<file path="config.mk">
export PLATFORM = sky130hd
export DESIGN_NAME = m_ingress_arb
export DESIGN_NICKNAME = d
export VERILOG_FILES = /design/src/rtl/m_ingress_arb.sv
export SDC_FILE = /design/constraint.sdc
export NUM_CORES = 2
export LEC_CHECK = 0
export CAP_MARGIN = 10
export CELL_PAD_IN_SITES_DETAIL_PLACEMENT = 0
export CELL_PAD_IN_SITES_GLOBAL_PLACEMENT = 1
export CORE_UTILIZATION = 32
export CTS_CLUSTER_DIAMETER = 40
export DETAILED_ROUTE_END_ITERATION = 6
export GPL_TIMING_DRIVEN = 0
export PLACE_DENSITY = 0.57
export RECOVER_POWER = 25
export SKIP_LAST_GASP = 1
export SLEW_MARGIN = 0
export SYNTH_ARGS = -nofsm -noshare
export SYNTH_HDL_FRONTEND = slang
export SYNTH_SLANG_ARGS = --single-unit
export TNS_END_PERCENT = 5
</file>
<file path="constraint.sdc">
create_clock -name clk -period 10.9 [get_ports clk]
set_input_delay 2.18 -clock clk [delete_from_list [all_inputs] [get_ports clk]]
set_output_delay 2.18 -clock clk [all_outputs]
set_load 0.02 [all_outputs]
</file>
<file path="src/rtl/m_ingress_arb.sv">
// m_ingress_arb: per-channel framed ingress FIFOs feeding a
// round-robin, packet-atomic egress arbiter without backpressure.
module m_ingress_arb #(
   parameter int CH_N       = 4,
   parameter int DATA_W     = 64,
   parameter int LEN_W      = 16,
   parameter int FIFO_DEPTH = 8,
   localparam int CH_W      = (CH_N > 1) ? $clog2(CH_N) : 1
) (
   input  logic                     clk,
   input  logic                     rst,
   input  logic [CH_N-1:0]          in_vld_w,
   input  logic [CH_N-1:0]          in_sop_w,
   input  logic [CH_N-1:0]          in_eop_w,
   input  logic [CH_N*LEN_W-1:0]    in_length_w,
   input  logic [CH_N*DATA_W-1:0]   in_data_w,
   output logic [CH_N-1:0]          in_rdy_r,
   output logic                     out_vld_r,
   output logic                     out_sop_r,
   output logic                     out_eop_r,
   output logic [LEN_W-1:0]         out_length_r,
   output logic [DATA_W-1:0]        out_data_r,
   output logic [CH_W-1:0]          out_ch_r,
   output logic [CH_N-1:0]          err_r
);

   localparam int PTR_W = $clog2(FIFO_DEPTH);
   localparam int ENT_W = 2 + LEN_W + DATA_W;
   localparam logic [PTR_W:0] FULL = (PTR_W+1)'(FIFO_DEPTH);

   typedef enum logic {IDLE, XFER} state_t;

   state_t           state_r, state_nxt;
   logic [ENT_W-1:0] mem [CH_N][FIFO_DEPTH];
   logic [PTR_W-1:0] wr_ptr_r [CH_N];
   logic [PTR_W-1:0] rd_ptr_r [CH_N];
   logic [PTR_W:0]   cnt_r [CH_N];
   logic [PTR_W:0]   cnt_nxt [CH_N];
   logic [CH_N-1:0]  in_pkt_r, acc, legal, bad, pop, busy;
   logic [CH_W-1:0]  grant_r, last_r, rr_ch, pop_ch, cand;
   logic [CH_W:0]    sum;
   logic             rr_hit, pop_en, gap_r;
   logic [ENT_W-1:0] head;

   // a beat is legal when its sop matches "not inside a packet"
   always_comb begin
      for (int c = 0; c < CH_N; c++) begin
         acc[c]   = in_vld_w[c] & in_rdy_r[c];
         legal[c] = acc[c] & (in_sop_w[c] ^ in_pkt_r[c]);
         bad[c]   = acc[c] & ~legal[c];
         busy[c]  = cnt_r[c] != '0;
      end
   end

   always_comb begin
      rr_hit = 1'b0;
      rr_ch  = '0;
      sum    = '0;
      cand   = '0;
      for (int i = CH_N; i >= 1; i--) begin
         sum = {1'b0, last_r} + (CH_W+1)'(i);
         if (sum >= (CH_W+1)'(CH_N))
            sum = sum - (CH_W+1)'(CH_N);
         cand = sum[CH_W-1:0];
         if (busy[cand]) begin
            rr_hit = 1'b1;
            rr_ch  = cand;
         end
      end
   end

   always_comb begin
      state_nxt = state_r;
      pop_en    = 1'b0;
      pop_ch    = grant_r;
      unique case (state_r)
         IDLE: begin
            if (rr_hit && !gap_r) begin
               pop_en = 1'b1;
               pop_ch = rr_ch;
            end
         end
         XFER: pop_en = busy[grant_r];
         default: ;
      endcase
      head = mem[pop_ch][rd_ptr_r[pop_ch]];
      if (pop_en)
         state_nxt = head[ENT_W-2] ? IDLE : XFER;
      for (int c = 0; c < CH_N; c++)
         pop[c] = pop_en && (pop_ch == CH_W'(c));
   end

   always_comb begin
      for (int c = 0; c < CH_N; c++)
         cnt_nxt[c] = cnt_r[c]
                    + (PTR_W+1)'(legal[c])
                    - (PTR_W+1)'(pop[c]);
   end

   always_ff @(posedge clk) begin
      for (int c = 0; c < CH_N; c++)
         if (legal[c])
            mem[c][wr_ptr_r[c]] <= {in_sop_w[c], in_eop_w[c],
                                    in_length_w[c*LEN_W +: LEN_W],
                                    in_data_w[c*DATA_W +: DATA_W]};
   end

   always_ff @(posedge clk) begin
      if (rst) begin
         for (int c = 0; c < CH_N; c++) begin
            wr_ptr_r[c] <= '0;
            rd_ptr_r[c] <= '0;
            cnt_r[c]    <= '0;
         end
         in_pkt_r <= '0;
         in_rdy_r <= '0;
         err_r    <= '0;
      end else begin
         for (int c = 0; c < CH_N; c++) begin
            cnt_r[c]    <= cnt_nxt[c];
            in_rdy_r[c] <= cnt_nxt[c] < FULL;
            if (legal[c]) begin
               wr_ptr_r[c] <= wr_ptr_r[c] + PTR_W'(1);
               in_pkt_r[c] <= ~in_eop_w[c];
            end
            if (pop[c])
               rd_ptr_r[c] <= rd_ptr_r[c] + PTR_W'(1);
         end
         err_r <= bad;
      end
   end

   // gap_r forces one idle cycle after every packet end
   always_ff @(posedge clk) begin
      if (rst) begin
         state_r      <= IDLE;
         grant_r      <= '0;
         last_r       <= CH_W'(CH_N-1);
         gap_r        <= 1'b0;
         out_vld_r    <= 1'b0;
         out_sop_r    <= 1'b0;
         out_eop_r    <= 1'b0;
         out_length_r <= '0;
         out_data_r   <= '0;
         out_ch_r     <= '0;
      end else begin
         state_r   <= state_nxt;
         gap_r     <= pop_en & head[ENT_W-2];
         out_vld_r <= pop_en;
         if (pop_en) begin
            {out_sop_r, out_eop_r, out_length_r, out_data_r} <= head;
            out_ch_r <= pop_ch;
         end
         if (state_r == IDLE && pop_en) begin
            grant_r <= pop_ch;
            last_r  <= pop_ch;
         end
      end
   end

endmodule

</file>
==> flow_metrics.py <==
metrics = {
    "final_layout": {
        "syn_to_final_growth_pct": 27.17,
        "fin_nets": 8047,
        "layout_common_cells": "2,648 x edfxtp_1, 1,487 x nand2_1, 656 x nand3_1",
        "fillCellCount": 30010,
        "layout_commonest_cell": "edfxtp_1",
        "drive_above_1_share_pct": 19.48,
    },
    "critical_path": {
        "cp.required_ns": 11.76,
        "crit_path_start_kind": "flip-flop",
        "endpoint_kind": "flip-flop",
        "crit_arrival_ns": 6.60,
        "path_max_fanout": 10,
        "crit_type": "flip-flop to flip-flop",
        "rr_worst_depth": 19,
    },
    "floorplanning": {
        "rows": 211,
        "die-height_um": 579.9,
        "io_pins": 427,
        "initial_core_util_pct": 32.26,
        "core_area_um2": 331300,
        "die-area_um2": 336300,
        "die_w_um": 579.9,
    },
    "clock_network": {
        "postCtsSetupRepairBufs": 0,
        "worstSkewPairLatency_ns": 0.93,
        "cts_resized": 0,
        "clk_path_buf_depth": 4,
        "clock-root-buffer": "clkbuf_16",
        "cts_buffers": 423,
        "htreeDepth": 5,
        "cts_sinks": 2767,
        "cts_tree": "yes",
        "hold_buffers": 0,
        "clk_pin_slew_ns": 0.05,
    },
    "synthesis": {
        "ys_ff_latch": 2767,
        "syn_nets": 6866,
        "ys.flop_type": "edfxtp_1",
        "synth_async_sr_flop_share_pct": 0,
        "yosys_warnings": 0,
        "synth_cell_types": 51,
        "synth_top_area_cell": "edfxtp_1",
        "syn-cell-area_um2": 106900,
        "synth_cells": 6500,
        "avgSynthCellArea_um2": 16.44,
        "synth_edf_count": 2648,
        "yosysSeqAreaShare_pct": 76.62,
        "synth_area_leaders": "edfxtp_1 74%, mux4_2 7.0%, nand2_1 5.2%",
        "synth_top_area_share_pct": 74.40,
    },
    "route": {
        "num_vias": 67910,
        "drtIter0Drc": 8134,
        "drc": 0,
        "wl_per_cell_um": 33.33,
        "ant_nets": 0,
        "first_pass_iters": 6,
        "via_per_inst": 5.447,
        "drt-total-wl_um": 415500,
    },
    "global_routing": {
        "grt_pass1_vias": 67740,
        "gr-usage-met1_pct": 32.11,
        "grt_max_degree": 23,
        "grtUsageMet2_pct": 39.38,
        "grt_pass1_wl_um": 563600,
        "globalRouteMet3Util_pct": 5.474,
        "antenna_found_initial": 108,
        "grt_overflow": 0,
        "grt-busiest-layer": "met2",
        "track_usage_pct": 24.20,
    },
    "job": {
        "drv_cap": 0,
    },
    "pwr": {
        "power.total_mw": 46.01,
        "power_leakage_nw": 45.72,
        "p_per_area_nw_per_um2": 338.5,
        "max-vdd-ir-drop_uv": 378.4,
    },
    "sta": {
        "whs_ns": 0.4478,
        "max_freq_mhz": 174.3,
        "hold_viol_final": 0,
        "rsz0062_at_grt": "false",
        "finalMaxSlewViolations": 0,
        "setup_viol": 0,
        "relSlewSlack_pct": 14.83,
        "fin_ws_ns": 5.161,
        "fin_crit_sh_pct": 52.65,
        "tightest_slew_ns": 1.277,
        "min_period_ns": 5.739,
        "fin_skew_ns": 0.06671,
    },
    "placement": {
        "dp_worst_setup_slack_ns": 4.759,
        "dp_hpwl_um": 298400,
        "port_buffers": 425,
        "gp_congestion": 0.8272,
    },
    "min_path": {
        "hold_class": "flip-flop to flip-flop",
        "hold_depth": 2,
    },
    "status": {
        "status": "finished, final reports clean",
    },
}
flip-flops by register name, summed over array words and instances, names as in the netlist, 2 cells and up:
signal	count
in_rdy_r	4
in_pkt_r	4
out_length_r	16
cnt_r	16
grant_r	2
rd_ptr_r	12
out_ch_r	2
wr_ptr_r	12
out_data_r	64
last_r	2
mem	2624
err_r	4
kinds of logic (layout without fill, tap and decap cells):
| family | count (synthesis) | in the layout | share of synthesized area (%) |
|---|---|---|---|
| AOI/OAI and AO/OA | 444 | 444 | 3.632 |
| xor gates and xnor gates | 20 | 20 | 0.1639 |
| adders and majority gates | 32 | 32 | 0.4027 |
| buffers and inverters | 455 | 2000 | 1.862 |
| DFF | 2767 | 2767 | 76.62 |
| muxes | 422 | 422 | 7.871 |
| other | 0 | 55 | 0 |
| and+or+nand+nor | 2360 | 2360 | 9.442 |
synth_stat cells, drive strengths merged, types with 13 or more instances:
cell type  instances
and3              83
buf              190
a311oi            81
edfxtp          2648
nand2           1487
clkbuf           227
ha                28
mux4             333
nor2              44
nor3              40
nand3            656
a32o              83
xnor2             13
nand2b            17
mux2i             87
a311o             81
inv               38
a31oi             85
a32oi             83
dfxtp            119
path summary, 6_finish.rpt:
kind / to / from / slack, ns
min reg2reg: err_r[0] / in_rdy_r[0] / 0.45
min: err_r[0] / in_rdy_r[0] / 0.45
max: in_rdy_r[3] / cnt_r[1][2] / 5.16
max reg2reg: in_rdy_r[3] / cnt_r[1][2] / 5.16
worst max-delay path, cell delays in order (launching register included):
cell and delay, ns:
dfxtp_1 0.29, inv_1 0.07, ha_1 0.15, or3b_1 0.36, buf_2 0.19, o41ai_4 0.53, a32o_1 0.22, buf_4 0.18
buf_2 0.47, buf_2 0.58, clkbuf_1 0.78, nand3_1 0.45, inv_1 0.15, ha_1 0.21, inv_1 0.06, ha_1 0.27
a21o_1 0.18, a21oi_1 0.17, xnor2_1 0.17, nor2b_1 0.16
metrics by stage:
stage / TNS [ns] / cell area (um^2) / util [%] / cells
floorplan: -59.82 / 106900 / - / 6500
global placement: - / 116600 / 35.19 / 11290
detailed placement: 0 / 121100 / 36.55 / 11620
CTS: 0 / 135800 / 40.98 / 12410
global route: 0 / 135900 / 41.01 / 12440
finish: 0 / 135900 / 41.02 / 12470
metal layers:
| metal | wire, um | vias up |
|---|---|---|
| met4 | 13780 | 36 |
| met3 | 36950 | 795 |
| met1 | 168000 | 35560 |
| met2 | 196600 | 3647 |
| li1 | - | 27870 |
| met5 | 215 | - |
report_power, final:
| part | leakage (nW) | total, mW | switching (mW) | internal [mW] |
|---|---|---|---|---|
| combinational | 13.8 | 19.7 | 13.8 | 5.95 |
| clock | 7.08 | 14.0 | 5.08 | 8.90 |
| sequential | 24.8 | 12.3 | 0.294 | 12.0 |
| total | 45.7 | 46.0 | 19.1 | 26.9 |
cell type report:
type | instances | area [um^2] | share of cell area (%)
plain buffers | 417 | 1853 | 1.363
inverters | 38 | 142.6 | 0.1049
clock buffers | 497 | 11200 | 8.242
multi-input cells | 3278 | 23230 | 17.09
clock inverters | 292 | 3496 | 2.572
repair buffers | 756 | 8494 | 6.250
diodes | 55 | 137.6 | 0.1013
well taps | 4366 | 5463 | 4.019
flip-flops and latches | 2767 | 81900 | 60.25
Power figures use the tool's default switching activity.
